## config.mk

```make
export PLATFORM = sky130hd
export DESIGN_NAME = top_module_prod_accum
export DESIGN_NICKNAME = d
export VERILOG_FILES = /design/src/rtl/top_module_accum_pkg.sv /design/src/rtl/top_module_prod_accum.sv
export SDC_FILE = /design/constraint.sdc
export NUM_CORES = 1
export LEC_CHECK = 0
export CAP_MARGIN = 10
export CORE_MARGIN = 2
export CORE_UTILIZATION = 35
export CTS_CLUSTER_DIAMETER = 80
export CTS_CLUSTER_SIZE = 14
export DETAILED_ROUTE_END_ITERATION = 7
export HOLD_SLACK_MARGIN = 0.02
export PLACE_DENSITY = 0.67
export SLEW_MARGIN = 20
export SYNTH_ARGS = -nofsm -noshare
export SYNTH_HDL_FRONTEND = slang
export SYNTH_SLANG_ARGS = --single-unit
```

## constraint.sdc

```tcl
create_clock -name clk -period 3.44 [get_ports clk]
set_input_delay 0.688 -clock clk [delete_from_list [all_inputs] [get_ports clk]]
set_output_delay 0.688 -clock clk [all_outputs]
set_load 0.01 [all_outputs]
```

## src/rtl/top_module_accum_pkg.sv

```systemverilog
// rtl/top_module_accum_pkg.sv - shared widths and FSM encoding for the product accumulator
package top_module_accum_pkg;

   localparam int DIN_WIDTH_DEF = 36;
   localparam int ACC_WIDTH_DEF = 48;
   localparam int CNT_WIDTH_DEF = 16;

   typedef enum logic [1:0] {
      ST_IDLE  = 2'd0,
      ST_ACCUM = 2'd1,
      ST_HOLD  = 2'd2
   } state_t;

endpackage

```

## src/rtl/top_module_prod_accum.sv

```systemverilog
// rtl/top_module_prod_accum.sv - per-frame accumulator of unsigned multiplier products
// Sums each frame modulo 2^ACC_WIDTH with sticky overflow and a saturating beat count.
module top_module_prod_accum
   import top_module_accum_pkg::*;
#(
   parameter int DIN_WIDTH = DIN_WIDTH_DEF,
   parameter int ACC_WIDTH = ACC_WIDTH_DEF,
   parameter int CNT_WIDTH = CNT_WIDTH_DEF
) (
   input  logic                 clk,
   input  logic                 rst_n,
   input  logic                 in_valid,
   output logic                 in_ready,
   input  logic [DIN_WIDTH-1:0] in_data,
   input  logic                 in_last,
   output logic                 out_valid,
   input  logic                 out_ready,
   output logic [ACC_WIDTH-1:0] out_sum,
   output logic [CNT_WIDTH-1:0] out_count,
   output logic                 out_overflow
);

   state_t                 state;
   state_t                 state_nxt;
   logic                   ready_en;
   logic [ACC_WIDTH-1:0]   acc;
   logic [CNT_WIDTH-1:0]   cnt;
   logic                   ovf;

   logic                   beat_acc;
   logic                   frame_end;
   logic                   release_hold;
   logic [ACC_WIDTH-1:0]   acc_base;
   logic [ACC_WIDTH:0]     sum_ext;
   logic [CNT_WIDTH-1:0]   cnt_nxt;
   logic                   ovf_nxt;

   always_ff @(posedge clk or negedge rst_n) begin
      if (!rst_n) begin
         state <= ST_IDLE;
      end else begin
         state <= state_nxt;
      end
   end

   // ready_en keeps in_ready low through reset and rises on the first clock after release
   always_comb begin
      state_nxt    = state;
      in_ready     = 1'b0;
      beat_acc     = 1'b0;
      frame_end    = 1'b0;
      release_hold = 1'b0;
      case (state)
         ST_IDLE, ST_ACCUM: begin
            in_ready  = ready_en;
            beat_acc  = in_valid && ready_en;
            frame_end = beat_acc && in_last;
            if (beat_acc) begin
               state_nxt = in_last ? ST_HOLD : ST_ACCUM;
            end
         end
         ST_HOLD: begin
            release_hold = out_ready;
            if (out_ready) begin
               state_nxt = ST_IDLE;
            end
         end
         default: begin
            state_nxt = ST_IDLE;
         end
      endcase
   end

   // IDLE starts a fresh frame, so the running values are ignored there
   always_comb begin
      acc_base = (state == ST_IDLE) ? '0 : acc;
      sum_ext  = {1'b0, acc_base} + {{(ACC_WIDTH + 1 - DIN_WIDTH){1'b0}}, in_data};
      if (state == ST_IDLE) begin
         cnt_nxt = CNT_WIDTH'(1);
      end else if (&cnt) begin
         cnt_nxt = cnt;
      end else begin
         cnt_nxt = cnt + CNT_WIDTH'(1);
      end
      ovf_nxt = ((state == ST_IDLE) ? 1'b0 : ovf) | sum_ext[ACC_WIDTH];
   end

   always_ff @(posedge clk or negedge rst_n) begin
      if (!rst_n) begin
         ready_en     <= 1'b0;
         acc          <= '0;
         cnt          <= '0;
         ovf          <= 1'b0;
         out_valid    <= 1'b0;
         out_sum      <= '0;
         out_count    <= '0;
         out_overflow <= 1'b0;
      end else begin
         ready_en <= 1'b1;
         if (beat_acc) begin
            acc <= sum_ext[ACC_WIDTH-1:0];
            cnt <= cnt_nxt;
            ovf <= ovf_nxt;
         end
         if (frame_end) begin
            out_valid    <= 1'b1;
            out_sum      <= sum_ext[ACC_WIDTH-1:0];
            out_count    <= cnt_nxt;
            out_overflow <= ovf_nxt;
         end else if (release_hold) begin
            out_valid <= 1'b0;
            acc       <= '0;
            cnt       <= '0;
            ovf       <= 1'b0;
         end
      end
   end

endmodule

```

==> results.yml <==
worst_setup_path:
  path_max_fanout: 17
  end_kind: "flip-flop"
  slowest_delay_ps: 520
  crit_chain: "or2_4, and2_1, ha_4, and2_4, o2111a_2, a211oi_1, a2111oi_4, o2111ai_4, a211oi_2, mux2i_1, a21oi_1"
  crit_arrival_ps: 3600
  crit_family: "compound AO/OA/AOI/OAI gates"
  worst-path-buf-inv: 0
  worstPathRequired_ps: 3730
  slowest_stage: "a2111oi_4"
  path_class: "reg -> reg"
  critPathLaunchType: "flip-flop"
power:
  vdd.ir_drop.worst_mv: 0.358
  seqPwrFrac: 0.301
  leakage_nw: 4.80
  clkPwrFrac: 0.236
  p_comb_frac: 0.463
  sw_frac_of_total: 0.372
  intPower_mw: 5.06
  powerDensity_nw_per_um2: 723
  power_switching_mw: 2.99
drt:
  ant_nets: 0
  wl_per_cell_microns: 16.6
  top_layer: "met4"
  drt_first_pass_iters: 5
  route.met3.wl_microns: 923
  route.vias.total: 7742
  wl_met1_microns: 11500
  drtIter0Drc: 448
  drc: 0
  viasPerCell: 5.28
  dr_wl_met2_microns: 11400
  wirelength_microns: 24300
sta:
  fmax_mhz: 302
  rsz0062_at_grt: "yes"
  setup_tns_ps: 0
  hold_viol_final: 0
  period_share: 0.964
  period_needed_ps: 3320
  final_max_slew_viol_count: 0
  slew_headroom: 0.261
  worst_slew_pin_slew_ps: 1100
  setup_violations: 0
  fin_skew_ps: 9.21
  whs_ps: 271
logic_synthesis:
  netlist_instances: 981
  yosysSeqAreaShare: 0.398
  synth_ff_type: "dfrtp_1"
  ys_seq_elements: 134
  yosysWarnings: 0
  synth_async_sr_flop_share: 1.00
  syn_nets: 1060
  syn_area_sq_um: 8430
  synth_cell_types: 74
  syn_avg_cell_area_sq_um: 8.59
  synth_edf_count: 0
clock_tree:
  htree_levels: 4
  cts_made_buffers: 17
  clk_pin_slew_ps: 70
  cts_hold_buffers: 0
  clk_path_buf_depth: 2
  cts_tree: "done"
  clock_sinks: 134
  insertion_delay_ps: 430
  root_buffer: "clkbuf_16"
finish:
  multiInputGateArea_sq_um: 4990
  fillerInstances: 2275
  area_delta_synth_final_pct: 32.3
  post-route-cell-area_sq_um: 11100
  fin_cells: 1467
  fin_nets: 1215
  seqCellArea_sq_um: 3350
  drive_above_1_share: 0.164
  antennaDiodeCount: 0
die:
  start_util: 0.358
  die_w_microns: 159
  design.core.area_sq_um: 23500
  fp-row-count: 56
  dieArea_sq_um: 25300
  io-pin-count: 108
  dieHeight_microns: 159
placement:
  dp_hpwl_microns: 16700
  dp.cells: 1433
  portBuffers: 107
  gp_congestion: 0.866
  place_area_sq_um: 10400
global_route:
  grt_pass1_wl_microns: 39200
  grt_pass1_vias: 7681
  grt_max_degree: 70
  grt_use_total: 0.189
  overflow: 0
  antenna_found_initial: 0
job:
  maxCapViolCount: 0
worst_hold_path:
  hp-class: "in -> async"
outcome:
  status: "finished, final reports clean"
[layer usage]
metal / global-route usage / vias up
li1: - / 3806
met1: 0.256 / 3710
met2: 0.311 / 195
met3: 0.0323 / 31
met4: 0.0579 / 0
met5: 0 / -
[flip-flops by register name (all words and copies together), names as in the netlist]
name,flops
out_overflow,1
out_sum,48
ready_en,1
state,2
ovf,1
acc,48
out_count,16
out_valid,1
cnt,16
[cells in the mapped netlist (3+ instances only)]
| master | count | share of area |
|---|---|---|
| mux2i_1 | 5 | 0.0059 |
| a22oi_1 | 6 | 0.0053 |
| a221oi_1 | 3 | 0.0031 |
| dfrtp_1 | 134 | 0.40 |
| o21a_1 | 8 | 0.0071 |
| a211oi_1 | 12 | 0.011 |
| a31oi_1 | 17 | 0.013 |
| o21bai_1 | 11 | 0.0098 |
| nand2b_1 | 3 | 0.0022 |
| and3_1 | 12 | 0.0089 |
| a21oi_1 | 73 | 0.043 |
| ha_1 | 37 | 0.055 |
| nor2_1 | 79 | 0.035 |
| nand3_1 | 27 | 0.016 |
| a21o_1 | 21 | 0.019 |
| clkbuf_1 | 47 | 0.021 |
| inv_1 | 9 | 0.0040 |
| buf_4 | 3 | 0.0027 |
| and2_1 | 43 | 0.032 |
| o211ai_1 | 8 | 0.0071 |
| buf_1 | 5 | 0.0022 |
| o21ai_0 | 63 | 0.037 |
| nor4_1 | 5 | 0.0037 |
| a311oi_1 | 3 | 0.0031 |
| nand2_1 | 174 | 0.078 |
| nor3_1 | 20 | 0.012 |
| and4_1 | 5 | 0.0052 |
| nand4_1 | 13 | 0.0097 |
| mux2_2 | 10 | 0.013 |
| nor2b_1 | 4 | 0.0030 |
| a31o_2 | 4 | 0.0042 |
| a22o_1 | 4 | 0.0042 |
| xnor2_1 | 33 | 0.034 |
| o2111ai_1 | 5 | 0.0052 |
| or3_1 | 4 | 0.0030 |
| or2_2 | 3 | 0.0022 |
| xor2_1 | 18 | 0.019 |
[area by class of cell]
cell class | count | share of cell area
multi-input cells | 780 | 0.448
flip-flops and latches | 134 | 0.301
repair buffers | 194 | 0.159
clock buffers | 17 | 0.0382
well taps | 319 | 0.0358
clock inverters | 14 | 0.0157
inverters | 9 | 0.00303
[cells by family (layout without fill, tap and decap cells)]
family / Yosys count / in the layout / share of synthesized area
xor gates and xnor gates: 51 / 51 / 0.0530
DFF: 134 / 134 / 0.398
AOI/OAI and AO/OA: 275 / 275 / 0.221
adders and majority gates: 38 / 38 / 0.0573
and+or+nand+nor: 397 / 400 / 0.215
muxes: 15 / 15 / 0.0193
other: 1 / 1 / 0.000445
buffers and inverters: 70 / 234 / 0.0364
[worst register-to-register path, cell delays in order, from the launching register on]
cell       delay [ps]
dfrtp_2           460
or2_4             370
and2_1            220
ha_4              290
and2_4            160
o2111a_2          220
a211oi_1          110
a2111oi_4         520
o2111ai_4         200
a211oi_2          340
mux2i_1           210
a21oi_1            80
[power groups by stage]
stage	combinational [mW]	clock, mW	sequential, mW
floorplan	2.08	0	2.48
global placement	3.56	0	2.43
finish	3.73	1.90	2.43
CTS	3.63	1.94	2.42
global route	4.09	2.00	2.50
detailed placement	3.61	0	2.44
[worst paths after layout]
check,startpoint,end,slack (ps),depth (start not counted)
min in group clk,acc[16]$_DFF_PN0_,acc[16]$_DFF_PN0_,470,2
worst max-delay path,state[0]$_DFFE_PN0P_,acc[47]$_DFF_PN0_,120,11
worst max register to register,state[0]$_DFFE_PN0P_,acc[47]$_DFF_PN0_,120,11
worst min register to register,acc[16]$_DFF_PN0_,acc[16]$_DFF_PN0_,470,2
max in group asynchronous,rst_n,out_sum[35]$_DFFE_PN0P_,2370,2
worst min-delay path,rst_n,cnt[1]$_DFF_PN0_,270,1
[repair_timing]
| action | CTS | global route |
|---|---|---|
| setup buffers | 0 | 0 |
| setup endpoints to repair | 0 | 42 |
| gates resized for setup | 0 | 27 |
[through the flow]
stage	worst slack [ps]	util	total power, mW
final	124	0.473	8.06
after detailed placement	-114	0.443	6.04
after CTS	23.3	0.468	7.99
after floorplan	2.05	-	4.56
after global routing	-2.31	0.473	8.59
after global placement	-131	0.443	5.99
[layout by cell type (no fill, tap or decap), drive strengths merged, types with 5 or more instances in the layout]
| cell type | instances |
|---|---|
| inv | 12 |
| and2 | 45 |
| clkinv | 5 |
| nand2 | 174 |
| nor2 | 79 |
| a211oi | 14 |
| buf | 88 |
| o21a | 8 |
| nand3 | 27 |
| mux2 | 10 |
| xor2 | 18 |
| ha | 37 |
| o211ai | 8 |
| a21oi | 75 |
| o21ai | 65 |
| or2 | 6 |
| o21bai | 11 |
| clkdlybuf4s50 | 106 |
| dfrtp | 134 |
| a31oi | 18 |
| and3 | 12 |
| xnor2 | 33 |
| clkbuf | 17 |
| mux2i | 5 |
| a22oi | 6 |
| a21o | 21 |
| nor4 | 5 |
| and4 | 5 |
| nand4 | 13 |
| nor3 | 20 |
| o2111ai | 5 |
Power figures use the tool's default switching activity.
